===== src/rtl/rep_code_pkg.sv =====
// Shared definitions for the repetition-coded link (transmitter and receiver).
package rep_code_pkg;

  typedef enum logic [1:0] {
    IDLE  = 2'd0,
    START = 2'd1,
    DATA  = 2'd2,
    STOP  = 2'd3
  } state_e;

  localparam int   REP_DEFAULT = 3;
  localparam logic LINE_IDLE   = 1'b1;

endpackage


===== src/rtl/rep_symbol_timer.sv =====
// Counts REP cycles per symbol and strobes o_symbol_end on the last one.
module rep_symbol_timer #(
  parameter int REP = 3
) (
  input  logic clk,
  input  logic rst_n,
  input  logic i_clear,
  output logic o_symbol_end
);

  localparam int CW = (REP > 1) ? $clog2(REP) : 1;

  logic [CW-1:0] r_rep_cnt;

  assign o_symbol_end = (r_rep_cnt == CW'(REP - 1));

  // NOTE: sequential state uses non-blocking assignments so every flop samples pre-edge values.
  always_ff @(posedge clk or negedge rst_n) begin
    if (!rst_n) begin
      r_rep_cnt <= '0;
    end else if (i_clear || o_symbol_end) begin
      r_rep_cnt <= '0;
    end else begin
      r_rep_cnt <= r_rep_cnt + CW'(1);
    end
  end

endmodule


===== src/rtl/rep_code_tx.sv =====
// Repetition-coded serial transmitter: START, DATA_W bits LSB first, STOP, each held REP cycles.
module rep_code_tx
  import rep_code_pkg::*;
#(
  parameter int DATA_W = 8,
  parameter int REP    = REP_DEFAULT
) (
  input  logic              clk,
  input  logic              rst_n,
  input  logic [DATA_W-1:0] in_data,
  input  logic              in_valid,
  output logic              in_ready,
  output logic              tx_out,
  output logic              tx_active,
  output logic              tx_done
);

  localparam int BW = (DATA_W > 1) ? $clog2(DATA_W) : 1;

  state_e            r_state, w_state_nxt;
  logic [DATA_W-1:0] r_shift, w_shift_nxt;
  logic [BW-1:0]     r_bit_cnt, w_bit_cnt_nxt;
  logic              r_tx_out, r_in_ready, r_tx_active, r_tx_done;
  logic              w_tx_out_nxt, w_tx_done_nxt;
  logic              w_symbol_end;

  rep_symbol_timer #(.REP(REP)) u_timer (
    .clk          (clk),
    .rst_n        (rst_n),
    .i_clear      (r_state == IDLE),
    .o_symbol_end (w_symbol_end)
  );

  // NOTE: every always_comb output gets a default first, so no path can infer a latch.
  always_comb begin
    w_state_nxt   = r_state;
    w_shift_nxt   = r_shift;
    w_bit_cnt_nxt = r_bit_cnt;
    w_tx_done_nxt = 1'b0;
    unique case (r_state)
      IDLE: begin
        if (in_valid && r_in_ready) begin
          w_shift_nxt   = in_data;
          w_bit_cnt_nxt = '0;
          w_state_nxt   = START;
        end
      end
      START: begin
        if (w_symbol_end) begin
          w_bit_cnt_nxt = '0;
          w_state_nxt   = DATA;
        end
      end
      DATA: begin
        if (w_symbol_end) begin
          w_shift_nxt = r_shift >> 1;
          if (r_bit_cnt == BW'(DATA_W - 1)) begin
            w_bit_cnt_nxt = '0;
            w_state_nxt   = STOP;
          end else begin
            w_bit_cnt_nxt = r_bit_cnt + BW'(1);
          end
        end
      end
      STOP: begin
        if (w_symbol_end) begin
          w_state_nxt   = IDLE;
          w_tx_done_nxt = 1'b1;
        end
      end
      default: w_state_nxt = IDLE;
    endcase

    // Line level is derived from the next state so tx_out can be a plain flop.
    unique case (w_state_nxt)
      START:   w_tx_out_nxt = 1'b0;
      DATA:    w_tx_out_nxt = w_shift_nxt[0];
      default: w_tx_out_nxt = LINE_IDLE;
    endcase
  end

  always_ff @(posedge clk or negedge rst_n) begin
    if (!rst_n) begin
      r_state     <= IDLE;
      r_shift     <= '0;
      r_bit_cnt   <= '0;
      r_tx_out    <= LINE_IDLE;
      r_in_ready  <= 1'b1;
      r_tx_active <= 1'b0;
      r_tx_done   <= 1'b0;
    end else begin
      r_state     <= w_state_nxt;
      r_shift     <= w_shift_nxt;
      r_bit_cnt   <= w_bit_cnt_nxt;
      r_tx_out    <= w_tx_out_nxt;
      r_in_ready  <= (w_state_nxt == IDLE);
      r_tx_active <= (w_state_nxt != IDLE);
      r_tx_done   <= w_tx_done_nxt;
    end
  end

  assign in_ready  = r_in_ready;
  assign tx_out    = r_tx_out;
  assign tx_active = r_tx_active;
  assign tx_done   = r_tx_done;

endmodule


===== config.mk =====
export PLATFORM = sky130hd
export DESIGN_NAME = rep_code_tx
export DESIGN_NICKNAME = d
export VERILOG_FILES = /design/src/rtl/rep_code_pkg.sv /design/src/rtl/rep_symbol_timer.sv /design/src/rtl/rep_code_tx.sv
export SDC_FILE = /design/constraint.sdc
export NUM_CORES = 1
export LEC_CHECK = 0
export CORE_MARGIN = 1
export CORE_UTILIZATION = 43
export DETAILED_ROUTE_END_ITERATION = 8
export GPL_TIMING_DRIVEN = 0
export PLACE_DENSITY = 0.65
export SLEW_MARGIN = 20
export SYNTH_ARGS = -nofsm -noshare
export SYNTH_HDL_FRONTEND = slang
export SYNTH_HIERARCHICAL = 1
export SYNTH_SLANG_ARGS = --single-unit

===== constraint.sdc =====
create_clock -name clk -period 3.2 [get_ports clk]
set_input_delay 0.32 -clock clk [delete_from_list [all_inputs] [get_ports clk]]
set_output_delay 0.32 -clock clk [all_outputs]
set_load 0.05 [all_outputs]

# Word-level counts from Yosys, hierarchy flattened
# Index checks and enable logic that the tools add are counted.
# W data, S select, Z words.
[classes] n_mux=18 n_reduce_logical=9 addsub=2 eq_ne=10
[op_table] operator="$mux W8" n=2
[op_table] operator="$pmux W8 S2" n=1
[op_table] operator="$mux W2" n=6
[op_table] operator="$mux W3" n=4
[op_table] operator="$pmux W3 S3" n=1
[op_table] operator="$eq A2 B2 Y1 const B" n=4
[op_table] operator="$pmux W2 S4" n=1
[op_table] operator="$eq A2 B1 Y1 const B" n=2
[op_table] operator="$logic_not A2 Y1" n=2
[op_table] operator="$ne A2 B1 Y1 const B" n=2
[op_table] operator="$reduce_and A4 Y1" n=1
[op_table] operator="$reduce_bool A2 Y1" n=2
[op_table] operator="$add A3 B1 Y3 const B" n=1
[op_table] operator="$eq A3 B3 Y1 const B" n=1
[op_table] operator="$reduce_and A3 Y1" n=1
[op_table] operator="$reduce_bool A3 Y1" n=1
[op_table] operator="$add A2 B1 Y2 const B" n=1
[op_table] operator="$mux W1" n=2
[op_table] operator="$ne A2 B2 Y1 const B" n=1
[op_table] operator="$pmux W1 S2" n=1
[op_table] operator="$logic_and A1 B1 Y1" n=1
[op_table] operator="$logic_or A1 B1 Y1" n=1
[totals] word_cells=48 out_inout_bits=4 regBits=19

# Depth between registers and ports, before layout
[depth] ltp_word=6 mapped_depth=7 ltp_nobuf=5

# Modules after synthesis
# The synthesis kept the hierarchy.
[modules_own_cells] module="rep_code_tx" cells_per_inst=73 n_inst=1 area_per_inst_um2=832.0
[modules_own_cells] module="rep_symbol_timer" cells_per_inst=6 n_inst=1 area_per_inst_um2=86.3

# Worst setup path after synthesis
# Ideal clock, no wire load.
[synth_path] path_kind="flip-flop to flip-flop" from="register u_timer.r_rep_cnt[0]" to="register r_shift[1]" n_path_buf=2 path_slack_ns=1.664 arrival_ns=1.418 setup_time_ns=0.118 path_stages_with_launch=8 period_less_slack_ns=1.536 path_cell_list="dfrtp_1 inv_1 ha_1 buf_2 and3b_1 buf_6 a22o_1 a21o_1"
[synth_between] elab_chain_cells=3
[synth_rtl] element="start, declared" line="rep_symbol_timer.sv:13" rtl="logic [CW-1:0] r_rep_cnt;"
[synth_rtl] element="start signal, assigned" line="rep_symbol_timer.sv:24" rtl="r_rep_cnt <= r_rep_cnt + CW'(1);"
[synth_rtl] element="$eq A2 B2 Y1" line="rep_symbol_timer.sv:15" rtl="assign o_symbol_end = (r_rep_cnt == CW'(REP - 1));"
[synth_rtl] element="named net w_symbol_end" line="rep_code_tx.sv:25" rtl="logic w_symbol_end;"
[synth_rtl] element="$ne A2 B1 Y1 (no line)"
[synth_rtl] element="$reduce_and A3 Y1 (no line)"
[synth_rtl] element="end signal, assigned" line="rep_code_tx.sv:93" rtl="r_shift <= w_shift_nxt;"
[synth_rtl] element="end, declared" line="rep_code_tx.sv:21" rtl="logic [DATA_W-1:0] r_shift, w_shift_nxt;"
# The timed path passes the listed nets, and every way through them passes these cells.
# A chain may end at the register's enable or synchronous reset.

# Worst setup path after layout
[layout_path] from="register r_in_ready (netlist: in_ready)" to="output in_ready"
[layout_rtl] element="start, declared" line="rep_code_tx.sv:23" rtl="logic r_tx_out, r_in_ready, r_tx_active, r_tx_done;"
[layout_rtl] element="start signal, assigned" line="rep_code_tx.sv:96" rtl="r_in_ready <= (w_state_nxt == IDLE);"
[layout_rtl] element="end, declared" line="rep_code_tx.sv:12" rtl="output logic in_ready,"
# No word-level cell between the ends.

==> results.cfg <==
[sta]
rsz0062_at_grt = no
clock.fmax_mhz = 506
tns_ps = 0
period_share_pct = 61.7
min_period_ps = 1980
hold_viol = 0
setup_violations = 0
worstMarginPinSlew_ps = 840
skew_ps = 8.04
maxSlewViolCount = 0
slew-limit-headroom_pct = 43.8

[placement]
dpl_cell_area_mm2 = 0.00109
dp_hpwl_um = 1160
numPortBuffers = 14
place.gp.congestion = 0.750

[setup_path]
path_cells = clkdlybuf4s50_1
start_kind = flip-flop
setup.worst_path.end_class = primary output
crit_family = buffers and inverters
crit_fanout = 4
cp.required_ps = 2880
crit_buf_inv = 1
critical_path_class = reg2out
crit_arrival_ps = 1660
critPathMaxStageDelay_ps = 800
path_depth = 1
cpMaxStageDelayCell = clkdlybuf4s50_1
rr_worst_depth = 7

[cts]
cts.sinks = 19
cts_made_buffers = 3
cts_max_level = 1
clkLatencyLatePin_ps = 300
tritoncts = done
clockRootBuffer = clkbuf_4
cts.path.max_buffers = 2
cts_resized = 0
clkSlewWorstSetupHoldPaths_ps = 100
cts_hold_buf = 0
post_cts_buffers = 0

[detailed_routing]
wl_um = 1620
drtAntennaViolNets = 0
drc = 0
vias = 661
first_pass_iters = 4
wire_per_inst_um = 13.0
drt_iter0_markers = 5
viasPerCell = 5.33

[floorplan]
rows = 16
start_util_pct = 46.3
core-area_mm2 = 0.00198
die_w_um = 48.2
die_h_um = 48.2
dieArea_mm2 = 0.00232
io_pins = 15

[yosys]
synth-main-ff-cell = dfrtp_1
netlist.area_leader.share_pct = 46.3
synth.top_cells.by_area = dfrtp_1 46%, a22o_1 9.5%, a21o_1 5.7%, dfstp_2 5.7%, ha_1 4.1%
ys_seq_area_share_pct = 52.0
syn-cell-area_um2 = 918
yosysWarnings = 6
ys_types = 31
avgSynthCellArea_um2 = 11.6
synth_edf_count = 0
netlist.top_cell.by_area = dfrtp_1
synthesis.nets = 93
synthArstFlopShare_pct = 100
syn_inst = 79
ys_seq_elements = 19

[min_path]
hp-class = reg2reg
hold_depth = 1

[status]
status = finished, final reports clean

[global_routing]
busiest_layer = met2
grtUsageMet2_pct = 29.6
grt_use_total_pct = 18.8
grt_antenna_before_repair = 0
grt.overflow.total = 0
grt_pass1_wl_um = 2870
grt.met3_usage_pct = 6.67
grt_max_degree = 20
gr-usage-met1_pct = 23.0
grt_pass1_vias = 647

[finish]
post-route-cell-area_mm2 = 0.00112
area_growth_pct = 21.8
finalCoreUtilization_pct = 56.4
nets = 112
layout-drive-gt1-share_pct = 14.4
antenna_cells = 0

[power_and_ir_drop]
peakVddDrop_uv = 490
p_leak_nw = 0.531
powerDensity_mw_per_mm2 = 919

[run]
cap_violations = 0
per-layer routing:
metal / wire [um] / up-vias
li1: - / 327
met1: 743 / 315
met2: 776 / 15
met3: 62 / 4
met4: 32 / 0
met5: 0 / -
synth_stat cells, types with 2 or more instances:
| cell | count |
|---|---|
| nor2_1 | 3 |
| ha_1 | 3 |
| dfrtp_1 | 17 |
| nand2_1 | 7 |
| nor3_2 | 2 |
| a21o_1 | 7 |
| buf_2 | 2 |
| dfstp_2 | 2 |
| a22o_1 | 10 |
| nand2b_1 | 3 |
| and3_1 | 2 |
| inv_1 | 2 |
power breakdown:
| part | leakage, nW | total [mW] | internal (mW) | switching, mW |
|---|---|---|---|---|
| sequential | 0.234 | 0.422 | 0.354 | 0.0683 |
| combinational | 0.282 | 0.484 | 0.225 | 0.259 |
| clock | 0.0150 | 0.121 | 0.0486 | 0.0728 |
layout make-up:
class                      count  area [um2]
tap                           27        33.8
timing repair buffer          14         140
sequential                    19         478
fill                         172         863
inverter                       2        7.51
multi-input combinational     53         400
clock buffer                   4        26.3
buffer                         5        32.5
flip-flops by register name (all words and copies together), names as in the netlist:
register / cells
r_shift: 8
r_bit_cnt: 3
r_state: 2
u_timer/r_rep_cnt: 2
in_ready: 1
tx_active: 1
tx_done: 1
tx_out: 1
worst register-to-register path: stages, from the launching register on:
cell and delay, ps:
dfrtp_1 370, inv_1 50, ha_1 230, buf_2 190
and3b_1 190, buf_6 140, a22o_1 230, a21o_1 150
through the flow:
step                cells  setup WS (ps)  hold WS, ps  power (mW)
floorplan              79           1660         24.4       0.789
global placement      120           1550          430       0.904
detailed placement    120           1550          440       0.917
CTS                   124           1210          455        1.04
global route          124           1170          479        1.11
finish                124           1220          451        1.03
path summary, 6_finish.rpt:
kind                                       from              endpoint  slack [ps]
max reg2reg                u_timer/r_rep_cnt[0]            r_shift[4]        1550
min in group asynchronous                 rst_n               tx_done         490
min reg2reg                u_timer/r_rep_cnt[0]  u_timer/r_rep_cnt[0]         450
max in group asynchronous                 rst_n            r_shift[1]        2190
max                                    in_ready              in_ready        1220
min                        u_timer/r_rep_cnt[0]  u_timer/r_rep_cnt[0]         450
layout by cell type, fill, tap and decap left out, types with 2 or more instances in the layout:
| master | synthesis | routed |
|---|---|---|
| a21o_1 | 7 | 7 |
| dfrtp_1 | 17 | 17 |
| nand2b_1 | 3 | 3 |
| clkbuf_4 | 0 | 3 |
| inv_1 | 2 | 2 |
| and3_1 | 2 | 2 |
| ha_1 | 3 | 3 |
| a22o_1 | 10 | 10 |
| clkdlybuf4s50_1 | 0 | 14 |
| nor2_1 | 3 | 3 |
| nor3_2 | 2 | 2 |
| clkbuf_1 | 1 | 2 |
| buf_2 | 2 | 2 |
| nand2_1 | 7 | 7 |
| dfstp_2 | 2 | 2 |
cells by family after synthesis:
| kind of cell | synth area share [%] |
|---|---|
| AO/OA/AOI/OAI | 23.6 |
| AND/OR/NAND/NOR | 15.0 |
| flip-flops | 52.0 |
| buffers and inverters | 4.36 |
| adder cells (fa/ha/maj) | 4.09 |
| XOR/XNOR | 0.954 |
Power figures use the tool's default switching activity.
